**config.mk**
```make
export PLATFORM = sky130hd
export DESIGN_NAME = thread_scheduler
export DESIGN_NICKNAME = d
export VERILOG_FILES = /design/src/rtl/thread_scheduler_pkg.sv /design/src/rtl/thread_scheduler_rr_arbiter.sv /design/src/rtl/thread_scheduler.sv
export SDC_FILE = /design/constraint.sdc
export NUM_CORES = 1
export LEC_CHECK = 0
export CELL_PAD_IN_SITES_DETAIL_PLACEMENT = 1
export CELL_PAD_IN_SITES_GLOBAL_PLACEMENT = 1
export CORE_MARGIN = 1.5
export CORE_UTILIZATION = 36
export CTS_BUF_LIST = sky130_fd_sc_hd__clkbuf_8
export DETAILED_ROUTE_END_ITERATION = 10
export GPL_ROUTABILITY_DRIVEN = 0
export PLACE_DENSITY = 0.82
export SLEW_MARGIN = 20
export SYNTH_ARGS = -nofsm -noshare
export SYNTH_HDL_FRONTEND = slang
export SYNTH_HIERARCHICAL = 1
export SYNTH_SLANG_ARGS = --single-unit
```
**constraint.sdc**
```tcl
create_clock -name clk -period 2.7 [get_ports clk]
set_clock_uncertainty 0.15 [all_clocks]
set_input_delay 0.675 -clock clk [delete_from_list [all_inputs] [get_ports clk]]
set_output_delay 0.675 -clock clk [all_outputs]
set_load 0.05 [all_outputs]
```
**src/rtl/thread_scheduler_pkg.sv**
```systemverilog
// Shared types for the fetch thread scheduler.
//   NUM_THREADS    : default hardware thread count (must be 2**$bits(threadid_t))
//   threadid_t     : hardware thread identifier
//   thread_state_t : per-thread run state
package thread_scheduler_pkg;

  localparam int NUM_THREADS = 4;
  localparam int TID_W       = 2;

  typedef logic [TID_W-1:0] threadid_t;

  typedef enum logic {
    TS_READY   = 1'b0,
    TS_BLOCKED = 1'b1
  } thread_state_t;

endpackage

```
**src/rtl/thread_scheduler_rr_arbiter.sv**
```systemverilog
// Round-robin picker: returns the first set bit of req, scanning from
// last_grant+1 upward and wrapping. N must be a power of two so the index
// wraps by plain truncation.
//   req        in  N   request mask
//   last_grant in  IW  most recently granted index
//   gnt_valid  out 1   some request was set
//   gnt_idx    out IW  selected index (0 when gnt_valid is low)
module rr_arbiter #(
  parameter int N  = 4,
  parameter int IW = $clog2(N)
) (
  input  logic [N-1:0]  req,
  input  logic [IW-1:0] last_grant,
  output logic          gnt_valid,
  output logic [IW-1:0] gnt_idx
);

  logic [IW-1:0] idx;

  // NOTE: every output of a combinational block is given a default first so
  // no path through the loop leaves it unassigned, which would infer a latch.
  always_comb begin
    gnt_valid = 1'b0;
    gnt_idx   = '0;
    idx       = '0;
    // Offset N wraps back to last_grant itself, so it is checked last.
    for (int i = 1; i <= N; i++) begin
      idx = last_grant + IW'(i);
      if (!gnt_valid && req[idx]) begin
        gnt_valid = 1'b1;
        gnt_idx   = idx;
      end
    end
  end

endmodule

```
**src/rtl/thread_scheduler.sv**
```systemverilog
// Fine-grained round-robin fetch scheduler. Each cycle offers one eligible
// thread to fetch; a thread whose previous-cycle grant took an iTLB/iCache
// miss is parked until its fill returns, and its history is squashed toward
// the hazard unit in the same cycle the miss is reported.
//   clk, rst          : clock, synchronous active-high reset
//   thread_enable     : per-thread software run enable
//   fetch_ready       : fetch stage accepts the offered grant
//   itlb_miss,
//   icache_miss       : miss for the thread granted in the previous cycle
//   fill_valid,
//   fill_thread       : fill completed for fill_thread
//   fetch_valid,
//   fetch_thread      : combinational grant offer
//   invalidate_en,
//   invalidate_thread : combinational history squash for a missing thread
//   thread_blocked    : per-thread BLOCKED flags
module thread_scheduler
  import thread_scheduler_pkg::*;
#(
  parameter int N_THREADS = NUM_THREADS
) (
  input  logic                 clk,
  input  logic                 rst,
  input  logic [N_THREADS-1:0] thread_enable,
  input  logic                 fetch_ready,
  input  logic                 itlb_miss,
  input  logic                 icache_miss,
  input  logic                 fill_valid,
  input  threadid_t            fill_thread,
  output logic                 fetch_valid,
  output threadid_t            fetch_thread,
  output logic                 invalidate_en,
  output threadid_t            invalidate_thread,
  output logic [N_THREADS-1:0] thread_blocked
);

  thread_state_t        state_q [N_THREADS];
  logic                 issued_q;
  threadid_t            issued_thread_q;
  threadid_t            last_grant_q;

  logic [N_THREADS-1:0] blocked;
  logic [N_THREADS-1:0] miss_mask;
  logic [N_THREADS-1:0] eligible;
  logic                 miss_now;
  logic                 gnt_valid;
  threadid_t            gnt_idx;
  logic                 grant;

  always_comb begin
    blocked = '0;
    for (int i = 0; i < N_THREADS; i++) begin
      blocked[i] = (state_q[i] == TS_BLOCKED);
    end
  end

  // A miss only means something when the previous cycle actually granted.
  assign miss_now  = issued_q && (itlb_miss || icache_miss);
  assign miss_mask = miss_now ? (N_THREADS'(1) << issued_thread_q) : '0;

  // The missing thread is already excluded in the cycle the miss arrives;
  // a fill only takes effect through the registered state (no bypass).
  assign eligible = thread_enable & ~blocked & ~miss_mask;

  rr_arbiter #(
    .N  (N_THREADS),
    .IW ($bits(threadid_t))
  ) u_arb (
    .req        (eligible),
    .last_grant (last_grant_q),
    .gnt_valid  (gnt_valid),
    .gnt_idx    (gnt_idx)
  );

  assign fetch_valid       = gnt_valid && !rst;
  assign fetch_thread      = gnt_idx;
  assign invalidate_en     = miss_now && !rst;
  assign invalidate_thread = issued_thread_q;
  assign thread_blocked    = blocked;
  assign grant             = fetch_valid && fetch_ready;

  // NOTE: state registers use non-blocking assignments so every register in
  // this block samples the pre-edge values, independent of statement order.
  always_ff @(posedge clk) begin
    if (rst) begin
      issued_q        <= 1'b0;
      issued_thread_q <= '0;
      last_grant_q    <= threadid_t'(N_THREADS - 1);
      for (int i = 0; i < N_THREADS; i++) begin
        state_q[i] <= TS_READY;
      end
    end else begin
      issued_q <= grant;
      if (grant) begin
        issued_thread_q <= fetch_thread;
        last_grant_q    <= fetch_thread;
      end
      // Miss has priority; a fill aimed at a READY thread is a no-op.
      for (int i = 0; i < N_THREADS; i++) begin
        if (miss_mask[i]) begin
          state_q[i] <= TS_BLOCKED;
        end else if (fill_valid && fill_thread == threadid_t'(i)
                     && state_q[i] == TS_BLOCKED) begin
          state_q[i] <= TS_READY;
        end
      end
    end
  end

endmodule

```
==> metrics.csv, run 1 <==
stage,metric,value,unit
outcome,status,finished with violations,
outcome,violated checks,"design-rule violations, negative setup slack",
job,Max Cap Violations,0,
clock_tree,H-tree depth,1,
power_and_ir_drop,maximum VDD drop,0.386,mV
sta,f_max,0.366,GHz
clock_tree,later-pin clock latency in the skew report,240,ps
power_and_ir_drop,Tot Pwr,0.538,mW
global_route,GRT Overall Usage,24.6,%
power_and_ir_drop,Sequential Power Share,31.3,%
sta,worst relative slew slack,66.9,%
power_and_ir_drop,NetSw,0.186,mW
yosys,"top cells by area, synth","edfxtp_1, dfxtp_1, a21bo_2",
sta,Final setup viols,1,
die,full die area,1990,sq um
detailed_routing,Initial DRC Count,7,
sta,post-layout min period,2730,ps
detailed_routing,via/cell ratio,6.03,
worst_hold_path,worst-case hold path end point,state_q[0],
finish,share of layout cells above drive strength 1,43.0,%
worst_setup_path,FF-to-FF setup slack,600,ps
worst_setup_path,CP endpoint kind,output pin,
yosys,top cell type by total area after synthesis,edfxtp_1,
placement,Port Buffer Count,21,
clock_tree,CTS tree,built,
yosys,Synth Flop Type,dfxtp_1,
clock_tree,Root Driver,clkbuf_8,
detailed_routing,total number of vias,700,
die,Rows,14,
clock_tree,clock slew at reported path FFs,50,ps
detailed_routing,antenna-violating nets left,0,
finish,final net count,113,
yosys,cell count after synthesis,67,
worst_hold_path,hold path cells,1,
worst_hold_path,Hold WC Path Type,flip-flop to flip-flop,
power_and_ir_drop,sw frac,34.7,%
worst_setup_path,Critical Path Start,itlb_miss,
worst_setup_path,RR Endpoint,invalidate_thread[1],
finish,diode count,0,
clock_tree,hold_buf cts,0,
global_route,initial antenna violation count,0,
die,Die W,44.6,um
yosys,Synth async-reset ratio,0,%
power_and_ir_drop,Comb power frac,37.7,%
yosys,share of Yosys cell area claimed by the top area cell type,19.2,%
sta,RSZ-0062 raised after global routing,true,
yosys,syn avg cell area,9.32,sq um
yosys,Mapped Area,624,sq um
power_and_ir_drop,Pwr per Cell Area,495,nW/um^2
power_and_ir_drop,internal power,0.351,mW
placement,placed instance area,911,sq um
worst_setup_path,FF-to-FF Start,issued_q,
global_route,GRT overflow,0,
sta,Least-Margin Pin Slew,496,ps
die,die height,44.6,um
global_route,first-pass GRT wire length,3370,um
yosys,Yosys reg bits,9,
worst_setup_path,CP max FO,3,
yosys,Synth Net Count,79,
sta,setup total negative slack,-31.9,ps
power_and_ir_drop,LEAKAGE,0.440,nW
worst_setup_path,R2R cell count,9,
clock_tree,CTS Buf Count,3,
detailed_routing,drt drc,3,
detailed_routing,Pre-Repair DR Iteration Count,7,
power_and_ir_drop,Clk network pwr share,31.0,%
yosys,Post-synth top cells,"buf_4, dfxtp_1, inv_1, nand3_1",
placement,dpl cells,104,
global_route,largest net degree at the start of global routing,11,
detailed_routing,total wire length,2390,um
worst_setup_path,Critical Path Source Type,input pin,
finish,area grow syn2layout,73.9,%
die,Core Footprint,1560,sq um
finish,Non-Filler Instances,116,
clock_tree,CTS sink cnt,9,
sta,Slew Limit Fails,0,
yosys,Post-synth EDFFs,4,
detailed_routing,DR WL/cell,20.6,um
clock_tree,deepest clock path buffer count,2,
worst_setup_path,critical path class,input pin to output pin,
die,Initial Utilization,40.0,%
worst_setup_path,WP data required,1880,ps
yosys,Yosys Warn Count,6,
die,I/O pin cnt,22,
worst_setup_path,critical path arrival,1910,ps
worst_hold_path,Hold Crit Start,invalidate_thread[1],
yosys,Cell variety after synth,32,
sta,Final Hold Fails,0,
finish,Finished Cell Area,1090,sq um
yosys,post-synthesis sequential area ratio,35.3,%
placement,hpwl dp,1500,um
sta,min setup slack post-route,-31.9,ps
sta,period utilisation layout,101,%
global_route,vias in the first global route,764,
[logic make-up (layout without fill, tap and decap cells)]
family / after synthesis / in the layout / synth area share [%]
muxes: 1 / 1 / 1.60
AOI/OAI and AO/OA: 20 / 20 / 27.9
and+or+nand+nor: 24 / 24 / 23.0
buffers and inverters: 13 / 46 / 12.2
DFF: 9 / 9 / 35.3
[worst max-delay path, cell delays in order]
cell and delay, ps:
buf_8 110, o21ai_4 170, o311a_1 210, and2b_1 230
a21oi_2 200, o221ai_4 140, buf_12 170
[through the flow]
step	hold WS, ps	setup WS [ps]	util, %
4_1_cts	538	-58.1	65.7
2_1_floorplan	476	-43.3	-
3_3_place_gp	503	-397	58.4
3_5_place_dp	525	-503	58.4
5_1_grt	529	-67.0	69.7
6_report	517	-31.9	69.7
[power groups by stage]
stage          clock network [mW]  registers (mW)  logic (mW)
2_1_floorplan                   0           0.170      0.0987
3_3_place_gp                    0           0.167       0.171
3_5_place_dp                    0           0.168       0.176
4_1_cts                     0.168           0.166       0.190
5_1_grt                     0.176           0.169       0.212
6_report                    0.167           0.168       0.203
[cell usage in the layout (no fill, tap or decap), types with 2 or more instances in the layout]
master	Yosys	routed
nand4b_1	2	2
nor2_1	4	4
o211ai_1	2	2
buf_4	5	15
a21bo_2	4	4
o311ai_1	2	2
nor4_1	2	2
buf_12	0	4
nand2b_1	3	3
dfxtp_1	5	4
a21oi_2	2	4
edfxtp_1	4	4
clkdlybuf4s50_1	0	11
clkbuf_8	0	3
nand3_1	5	5
inv_1	5	5
dlygate4sd2_1	0	3
[how the worst max path moves through the flow]
stage                     cells past startpoint  slack (ps)              end
after detailed placement                      7        -500  fetch_thread[0]
final                                         7         -30  fetch_thread[0]
after floorplan                               6         -40  fetch_thread[1]
after global placement                        7        -400  fetch_thread[0]
after CTS                                     7         -60  fetch_thread[0]
after global routing                          7         -70  fetch_thread[0]
[routing by layer]
layer	up-vias	share of wire (%)	GRT usage [%]	routed length (um)
li1	320	-	-	-
met4	0	5.3	15.2	126
met3	12	5.1	7.35	121
met1	336	37	25.3	893
met5	-	0	0	0
met2	32	52	42.9	1250
[area by class of cell]
type                            instances  area, sq um
Inverter                                6         22.5
Multi-Input combinational cell         45          405
Clock buffer                            3         41.3
Tap cell                               16         20.0
Clock inverter                          1         5.00
Timing Repair Buffer                   36          368
Fill cell                             160          473
Sequential cell                         9          224
[registers in the layout, summed over array words and instances, names as in the netlist]
register and flops:
issued_q 1, invalidate_thread 2, last_grant_q 2, state_q 4
[repair_timing]
action                                  CTS  global route
endpoints found under the setup margin    3             3
gates resized for setup                  20             8
buffers inserted                          6             2
pin swaps                                 7             5
Power figures use the tool's default switching activity.
==> run 2, diff against run 1 <==
Settings changed: SKIP_LAST_GASP set to 1.
==> run 2 against run 1 <==
Effect of this change:
- the run still ends with design-rule violations, negative setup slack left
- power grew 0.53%
- fmax shrank 0.32%
- first-iteration DRC count grew 43%
- sequential share of layout area is essentially flat
- register-to-register slack is essentially flat
- via count shrank 1.1%
- setup slack lost 8.8 ps
- combinational power is essentially flat
- final area shrank 0.23%
- critical endpoint unchanged
==> metrics.csv, run 2 (synthesis results as in run 1) <==
stage,metric,value,unit,change
detailed_routing,Pre-Repair DR Iteration Count,7,,unchanged
clock_tree,CTS tree,built,,
worst_setup_path,FF-to-FF setup slack,600,ps,about the same
detailed_routing,antenna-violating nets left,0,,unchanged
die,I/O pin cnt,22,,unchanged
finish,Finished Cell Area,1080,sq um,-0.23%
sta,worst relative slew slack,66.8,%,about the same
clock_tree,later-pin clock latency in the skew report,240,ps,about the same
die,Rows,14,,unchanged
placement,DP Worst Slack,-503,ps,unchanged
detailed_routing,wire length on met2,1290,um,+2.8%
sta,hold slack,518,ps,+0.486 ps
worst_setup_path,critical path arrival,1920,ps,about the same
die,Die W,44.6,um,unchanged
die,Core Footprint,1560,sq um,unchanged
detailed_routing,wire length on met3,123,um,+1.7%
power_and_ir_drop,Clk network pwr share,31.1,%,about the same
die,die height,44.6,um,unchanged
sta,Final setup viols,2,,+1
die,full die area,1990,sq um,unchanged
clock_tree,H-tree depth,1,,unchanged
worst_hold_path,Hold Crit Start,invalidate_thread[1],,
global_route,initial antenna violation count,0,,unchanged
detailed_routing,total wire length,2460,um,+2.6%
sta,post-layout min period,2740,ps,+8.83 ps
die,Initial Utilization,40.0,%,unchanged
worst_hold_path,Hold WC Path Type,flip-flop to flip-flop,,
worst_setup_path,R2R cell count,9,,unchanged
worst_hold_path,worst-case hold path end point,state_q[0],,
global_route,GRT overflow,0,,unchanged
power_and_ir_drop,Sequential Power Share,31.2,%,about the same
detailed_routing,total number of vias,692,,-1.1%
detailed_routing,Initial DRC Count,10,,+3
clock_tree,CTS sink cnt,9,,unchanged
power_and_ir_drop,sw frac,35.0,%,+0.28 points
finish,most frequent cells in the layout,"buf_4, clkdlybuf4s50_1, inv_1, nand3_1",,
outcome,violated checks,"design-rule violations, negative setup slack",,
sta,setup total negative slack,-59.8,ps,-27.8 ps
sta,Least-Margin Pin Slew,496,ps,+0.464 ps
worst_hold_path,hold path cells,1,,unchanged
power_and_ir_drop,Comb power frac,37.7,%,about the same
global_route,vias in the first global route,764,,unchanged
global_route,largest net degree at the start of global routing,11,,unchanged
power_and_ir_drop,LEAKAGE,0.431,nW,-2.1%
clock_tree,deepest clock path buffer count,2,,unchanged
power_and_ir_drop,maximum VDD drop,0.384,mV,-0.41%
sta,f_max,0.365,GHz,-0.32%
finish,Non-Filler Instances,116,,unchanged
finish,final net count,113,,unchanged
clock_tree,hold_buf cts,0,,unchanged
sta,Slew Limit Fails,0,,unchanged
sta,min setup slack post-route,-40.7,ps,-8.83 ps
finish,Largest register FFs,4,,unchanged
worst_setup_path,RR Endpoint,invalidate_thread[1],,
placement,placed instance area,911,sq um,unchanged
worst_setup_path,FF-to-FF Start,issued_q,,
finish,diode count,0,,unchanged
finish,most flop-heavy register,state_q,,
clock_tree,CTS Buf Count,3,,unchanged
sta,RSZ-0062 raised after global routing,true,,
placement,hpwl dp,1500,um,unchanged
placement,dpl cells,104,,unchanged
global_route,first-pass GRT wire length,3370,um,unchanged
worst_setup_path,critical path class,input pin to output pin,,
finish,area grow syn2layout,73.5,%,
power_and_ir_drop,Tot Pwr,0.541,mW,+0.53%
sta,Final Hold Fails,0,,unchanged
placement,Port Buffer Count,21,,unchanged
clock_tree,clock slew at reported path FFs,50,ps,about the same
detailed_routing,DR WL/cell,21.2,um,+2.6%
finish,share of layout cells above drive strength 1,43.0,%,unchanged
clock_tree,Root Driver,clkbuf_8,,
detailed_routing,via/cell ratio,5.97,,-1.1%
power_and_ir_drop,Pwr per Cell Area,499,nW/um^2,+0.76%
worst_setup_path,CP max FO,3,,unchanged
detailed_routing,drt drc,3,,unchanged
job,Max Cap Violations,0,,unchanged
detailed_routing,Max Used Layer,met4,,
worst_setup_path,CP endpoint kind,output pin,,
finish,"commonest non-fill, non-tap cell in the layout",buf_4,,
worst_setup_path,WP data required,1880,ps,about the same
worst_setup_path,Critical Path Source Type,input pin,,
power_and_ir_drop,internal power,0.352,mW,+0.11%
power_and_ir_drop,NetSw,0.189,mW,+1.3%
sta,period utilisation layout,102,%,+0.33 points
outcome,status,finished with violations,,
detailed_routing,DRT met1 WL,926,um,+3.7%
finish,Final Util,69.5,%,-0.16 points
global_route,GRT Overall Usage,24.6,%,unchanged
-- run 2: changes by cell type in the layout (fill, tap and decap cells not counted), sizes merged --
cell | previous run | this run
clkdlybuf4s50 | 11 | 12
dlymetal6s2s | 1 | 0
-- run 2: final cells by class --
cell class	instances	area, sq um
fillers	160	475
multi-input cells	45	405
repair buffers	36	365
flip-flops and latches	9	224
clock buffers	3	41.3
inverters	6	22.5
well taps	16	20.0
clock inverters	1	5.00
-- run 2: what timing repair did --
item	CTS	global route
pin swaps	7	5
resized for setup	20	7
endpoints found under the setup margin	3	3
buffers inserted	6	2
-- run 2: critical path: stages --
cell,delay [ps]
buf_8,110
o21ai_4,170
o311a_1,210
and2b_1,230
a21oi_2,200
o221ai_4,140
buf_12,170
-- run 2: metal layers --
| metal | vias to the layer above | GRT usage (%) |
|---|---|---|
| li1 | 318 | - |
| met3 | 12 | 7.35 |
| met1 | 330 | 25.3 |
| met4 | 0 | 15.2 |
| met5 | - | 0 |
| met2 | 32 | 42.9 |
-- run 2: power groups by stage --
stage          clock (mW)  sequential (mW)  combinational, mW
2_1_floorplan           0            0.170             0.0987
3_3_place_gp            0            0.167              0.171
3_5_place_dp            0            0.168              0.176
4_1_cts             0.168            0.166              0.190
5_1_grt             0.177            0.169              0.213
6_report            0.168            0.168              0.204
-- run 2: worst max-delay path by stage --
stage | startpoint | end | slack [ps] | cells after the start
3_3_place_gp | icache_miss | fetch_thread[0] | -400 | 7
3_5_place_dp | icache_miss | fetch_thread[0] | -500 | 7
4_1_cts | itlb_miss | fetch_thread[0] | -60 | 7
5_1_grt | itlb_miss | fetch_thread[0] | -70 | 7
2_1_floorplan | invalidate_thread[0] | fetch_thread[1] | -40 | 6
6_report | itlb_miss | fetch_thread[0] | -40 | 7
